`config.mk`:
```
export PLATFORM = sky130hd
export DESIGN_NAME = seven_segment_scan_controller
export DESIGN_NICKNAME = d
export VERILOG_FILES = /design/src/rtl/seven_segment_scan_controller.sv
export SDC_FILE = /design/constraint.sdc
export NUM_CORES = 1
export LEC_CHECK = 0
export BUFFER_PORTS_ARGS = -buffer_cell sky130_fd_sc_hd__clkbuf_2
export CAP_MARGIN = 20
export CORE_ASPECT_RATIO = 1.4
export CORE_MARGIN = 4
export CORE_UTILIZATION = 45
export CTS_BUF_LIST = sky130_fd_sc_hd__clkbuf_4 sky130_fd_sc_hd__clkbuf_8
export CTS_CLUSTER_SIZE = 30
export DETAILED_ROUTE_END_ITERATION = 16
export PLACE_DENSITY = 0.62
export RECOVER_POWER = 100
export SLEW_MARGIN = 15
export SYNTH_ARGS = -nofsm -noshare
export SYNTH_HDL_FRONTEND = slang
export SYNTH_SLANG_ARGS = --single-unit
```
`constraint.sdc`:
```
create_clock -name clk -period 2.6 [get_ports clk]
set_input_delay 0.26 -clock clk [delete_from_list [all_inputs] [get_ports clk]]
set_output_delay 0.26 -clock clk [all_outputs]
set_load 0.01 [all_outputs]
```
`src/rtl/seven_segment_scan_controller.sv`:
```
// Scan controller for a 4-digit common-anode display sharing one nibble decoder.
// Double-buffered display word that commits at frame boundaries, with blanking and leading-zero suppression.
module seven_segment_scan_controller #(
  parameter int REFRESH_DIV  = 100000,
  parameter int BLANK_CYCLES = 8,
  parameter int LZ_BLANK     = 1
) (
  input  logic        clk,
  input  logic        rst_n,
  input  logic [15:0] value_in,
  input  logic [3:0]  en_in,
  input  logic        load,
  output logic        load_ack,
  output logic [3:0]  digit_val,
  output logic [3:0]  anode_n,
  output logic        frame_done
);

  localparam int CW = (REFRESH_DIV > 1) ? $clog2(REFRESH_DIV) : 1;

  typedef enum logic {BLANK, SHOW} phase_t;

  phase_t          phase_reg, phase_next;
  logic [CW-1:0]   cnt_reg, cnt_next;
  logic [1:0]      idx_reg, idx_next;
  logic [15:0]     active_word_reg, word_next;
  logic [3:0]      active_en_reg, en_next;
  logic [15:0]     pend_word_reg;
  logic [3:0]      pend_en_reg;
  logic            pend_flag_reg;
  logic            wrap, boundary, commit;
  logic [3:0]      anode_next;
  logic [3:0]      visible;
  logic [3:0]      nib [4];

  assign wrap     = (cnt_reg == CW'(REFRESH_DIV - 1));
  assign boundary = wrap && (idx_reg == 2'd3);
  assign commit   = boundary && pend_flag_reg;

  // Outputs are registered from the state that will hold after this edge,
  // including a word committed on this edge.
  assign word_next = commit ? pend_word_reg : active_word_reg;
  assign en_next   = commit ? pend_en_reg   : active_en_reg;

  genvar gi;
  generate
    for (gi = 0; gi < 4; gi++) begin : g_digit
      assign nib[gi] = word_next[4*gi +: 4];
      if (gi == 0) begin : g_first
        assign visible[gi] = en_next[gi];
      end else begin : g_upper
        assign visible[gi] = en_next[gi] &&
                             !((LZ_BLANK != 0) && (word_next[15:4*gi] == '0));
      end
    end
  endgenerate

  always_comb begin
    phase_next = phase_reg;
    cnt_next   = wrap ? '0 : cnt_reg + 1'b1;
    idx_next   = wrap ? idx_reg + 2'd1 : idx_reg;
    anode_next = 4'b1111;
    case (phase_reg)
      BLANK:   if (cnt_reg == CW'(BLANK_CYCLES - 1)) phase_next = SHOW;
      SHOW:    if (wrap) phase_next = BLANK;
      default: phase_next = BLANK;
    endcase
    if (phase_next == SHOW && visible[idx_next]) anode_next[idx_next] = 1'b0;
  end

  always_ff @(posedge clk) begin
    if (!rst_n) begin
      phase_reg       <= BLANK;
      cnt_reg         <= '0;
      idx_reg         <= 2'd0;
      active_word_reg <= '0;
      active_en_reg   <= '0;
      pend_word_reg   <= '0;
      pend_en_reg     <= '0;
      pend_flag_reg   <= 1'b0;
      anode_n         <= 4'b1111;
      digit_val       <= 4'd0;
      load_ack        <= 1'b0;
      frame_done      <= 1'b0;
    end else begin
      phase_reg       <= phase_next;
      cnt_reg         <= cnt_next;
      idx_reg         <= idx_next;
      active_word_reg <= word_next;
      active_en_reg   <= en_next;
      anode_n         <= anode_next;
      digit_val       <= nib[idx_next];
      load_ack        <= commit;
      frame_done      <= boundary;
      // A load coinciding with a commit stays pending for the next frame.
      if (load) begin
        pend_word_reg <= value_in;
        pend_en_reg   <= en_in;
        pend_flag_reg <= 1'b1;
      end else if (commit) begin
        pend_flag_reg <= 1'b0;
      end
    end
  end

endmodule

```
==> qor.yml <==
sta:
  tightest_slew_ns: 1.486
  period_minus_slack_ns: 2.275
  maxSlewHeadroom: 0.009471
  rsz0062_at_grt: "false"
  fin_skew_ns: 0.01029
  fmax_mhz: 439.5
  fin_hold_ws_ns: 0.1654
  hold_viol: 0
  fin_tns_setup_ns: 0
  setup_viol: 0
  post-route-period-util: 0.8751
  slew_viol_final: 0
yosys:
  syn_area_mm2: 0.003047
  netlist_instances: 298
  seq_area_frac_synth: 0.4665
  netlist-cell-type-count: 44
  syn-num-nets: 323
  ys_ff_latch: 71
  avgSynthCellArea_um2: 10.22
  yosysWarnings: 0
floorplan:
  dieArea_mm2: 0.008169
  ios: 33
  die_h_um: 105.4
  die_w_um: 77.54
  core_mm2: 0.006569
  start_util: 0.4638
  std_cell_rows: 35
worst_setup_path:
  worstPathArrival_ns: 2.56
  critPathKind: "reg2reg"
  worst_ep_required_time_ns: 2.89
  path_max_fanout: 14
  end_kind: "flip-flop"
  critPathLaunchType: "flip-flop"
clock_network:
  cts_made_buffers: 9
  post_cts_buffers: 0
  cts.repair.resized: 0
  holdBufCountCts: 0
  cts_sinks: 71
  clock_latency_ns: 0.35
  path_clk_slew_ns: 0.08
  cts_max_path_buffers: 2
  cts_root_buf: "clkbuf_8"
  cts_tree: "built"
  htree_levels: 3
global_routing:
  antenna_found_initial: 0
  grt-ovfl-total: 0
  grt_pass1_wl_mm: 9.839
  grt.total_usage: 0.1552
  grt_max_degree: 37
  grt_pass1_vias: 2101
power_and_ir_drop:
  p_int_w: 0.001531
  cellPowerDensity_mw_per_mm2: 590.5
  clockPowerShare: 0.397
  switching_power_w: 0.0004883
  seq_power_share: 0.559
  swShare: 0.2418
  leakage_nw: 1.543
  power_frac_comb: 0.044
  ir_drop_uv: 363.9
finish:
  nets: 357
  most-common-layout-cells: "71 x dfxtp_1, 40 x mux2i_1, 27 x nor2b_1, 26 x nor2_1, 21 x clkbuf_2"
  final_common_cell: "dfxtp_1"
  drive_gt1_frac: 0.1454
  utilization: 0.5206
  seq_area_mm2: 0.001421
  diodes: 0
  largest_register_ffs: 17
  fin_area_mm2: 0.003420
  num-fill-cells: 635
  multi_input_area_mm2: 0.001538
  area_growth_pct: 12.24
  final_cells: 411
placement:
  placed_cell_area_mm2: 0.003273
  io_buffers: 32
  routabilityCongestion: 0.8830
  placed_cells: 395
  hpwl_mm: 4.430
detailed_routing:
  detail-route-antenna-nets: 0
  wire_per_inst_um: 14.78
  drt_iter0_markers: 48
  route.final.wire_length_mm: 6.074
  via_per_inst: 5.285
  firstDrtPassIters: 4
  vias: 2172
  drc: 0
outcome:
  status: "complete, but fails checks"
  violations: "capacitance limit"
run:
  cap_violations: 1
min_path:
  hold_class: "in2reg"
through the flow:
step | power [W] | worst slack, ns
2_1_floorplan | 0.001209 | 0.6611
4_1_cts | 0.002049 | 0.3692
3_3_place_gp | 0.001243 | 0.4485
5_1_grt | 0.002098 | 0.1779
6_report | 0.002019 | 0.3247
3_5_place_dp | 0.001244 | 0.3795
area by class of cell:
class | count | area share
clock buffers | 10 | 0.04025
repair buffers | 35 | 0.05306
well taps | 74 | 0.02708
multi-input cells | 214 | 0.4497
inverters | 1 | 0.001098
clock inverters | 6 | 0.01317
flip-flops and latches | 71 | 0.4157
layer usage:
metal / vias up / wire length [um] / share of wire / global-route usage
li1: 1095 / - / - / -
met1: 1019 / 2577 / 0.42 / 0.1680
met2: 42 / 3134 / 0.52 / 0.2713
met3: 16 / 180 / 0.030 / 0.03333
met4: 0 / 182 / 0.030 / 0.09669
met5: - / 0 / 0 / 0
worst max-delay path: stages (launching register included):
cell and delay, ns:
dfxtp_1 0.35, ha_1 0.19, and2_0 0.23, and4_1 0.32, nand4_4 0.25, buf_12 0.25
mux2_1 0.35, o32a_1 0.20, nand3b_1 0.08
Yosys cell counts, drive strengths merged:
cell | instances | area [um2]
dfxtp | 71 | 1421
mux2i | 41 | 435.4
nor2b | 27 | 168.9
nor2 | 26 | 97.59
nand2 | 18 | 77.58
and2b | 14 | 106.4
xor2 | 11 | 96.34
nand3 | 8 | 40.04
nor4 | 8 | 50.05
o22ai | 8 | 50.05
clkbuf | 7 | 26.28
and2 | 6 | 40.04
and3 | 5 | 31.28
buf | 5 | 35.03
xnor2 | 5 | 43.79
a21oi | 4 | 20.02
nor3 | 4 | 31.28
o21a | 4 | 30.03
mux2 | 3 | 37.53
nand2b | 3 | 18.77
nand3b | 3 | 22.52
a21boi | 2 | 15.01
a31oi | 2 | 27.53
and4 | 2 | 18.77
and4b | 2 | 20.02
ha | 2 | 25.02
nand4 | 2 | 27.53
a211oi | 1 | 7.510
inv | 1 | 3.750
o21ai | 1 | 5.000
o32a | 1 | 10.01
or3 | 1 | 6.260
worst paths after layout:
kind / from / slack [ns] / cells after the start / endpoint
setup / recovery: cnt_reg[0] / 0.32 / 8 / anode_n[2]
hold reg to reg: cnt_reg[0] / 0.45 / 1 / cnt_reg[0]
hold / removal: value_in[8] / 0.17 / 3 / pend_word_reg[8]
setup reg to reg: cnt_reg[0] / 0.32 / 8 / anode_n[2]
cell families (layout without fill, tap and decap cells):
logic type / Yosys count / after routing / share of synthesized area
and+or+nand+nor: 129 / 129 / 0.2485
DFF: 71 / 71 / 0.4665
muxes: 44 / 44 / 0.1552
AOI/OAI and AO/OA: 23 / 23 / 0.05421
xor gates and xnor gates: 16 / 16 / 0.04599
buffers and inverters: 13 / 52 / 0.02135
adders and majority gates: 2 / 2 / 0.008212
power groups by stage:
stage               clock, W  combinational [W]  sequential (W)
floorplan                  0          0.0000613         0.00115
global placement           0          0.0000875         0.00116
detailed placement         0          0.0000889         0.00116
CTS                 0.000830          0.0000893         0.00113
global route        0.000867          0.0000987         0.00113
finish              0.000802          0.0000880         0.00113
Note: power is estimated with default switching activity, not from simulation.
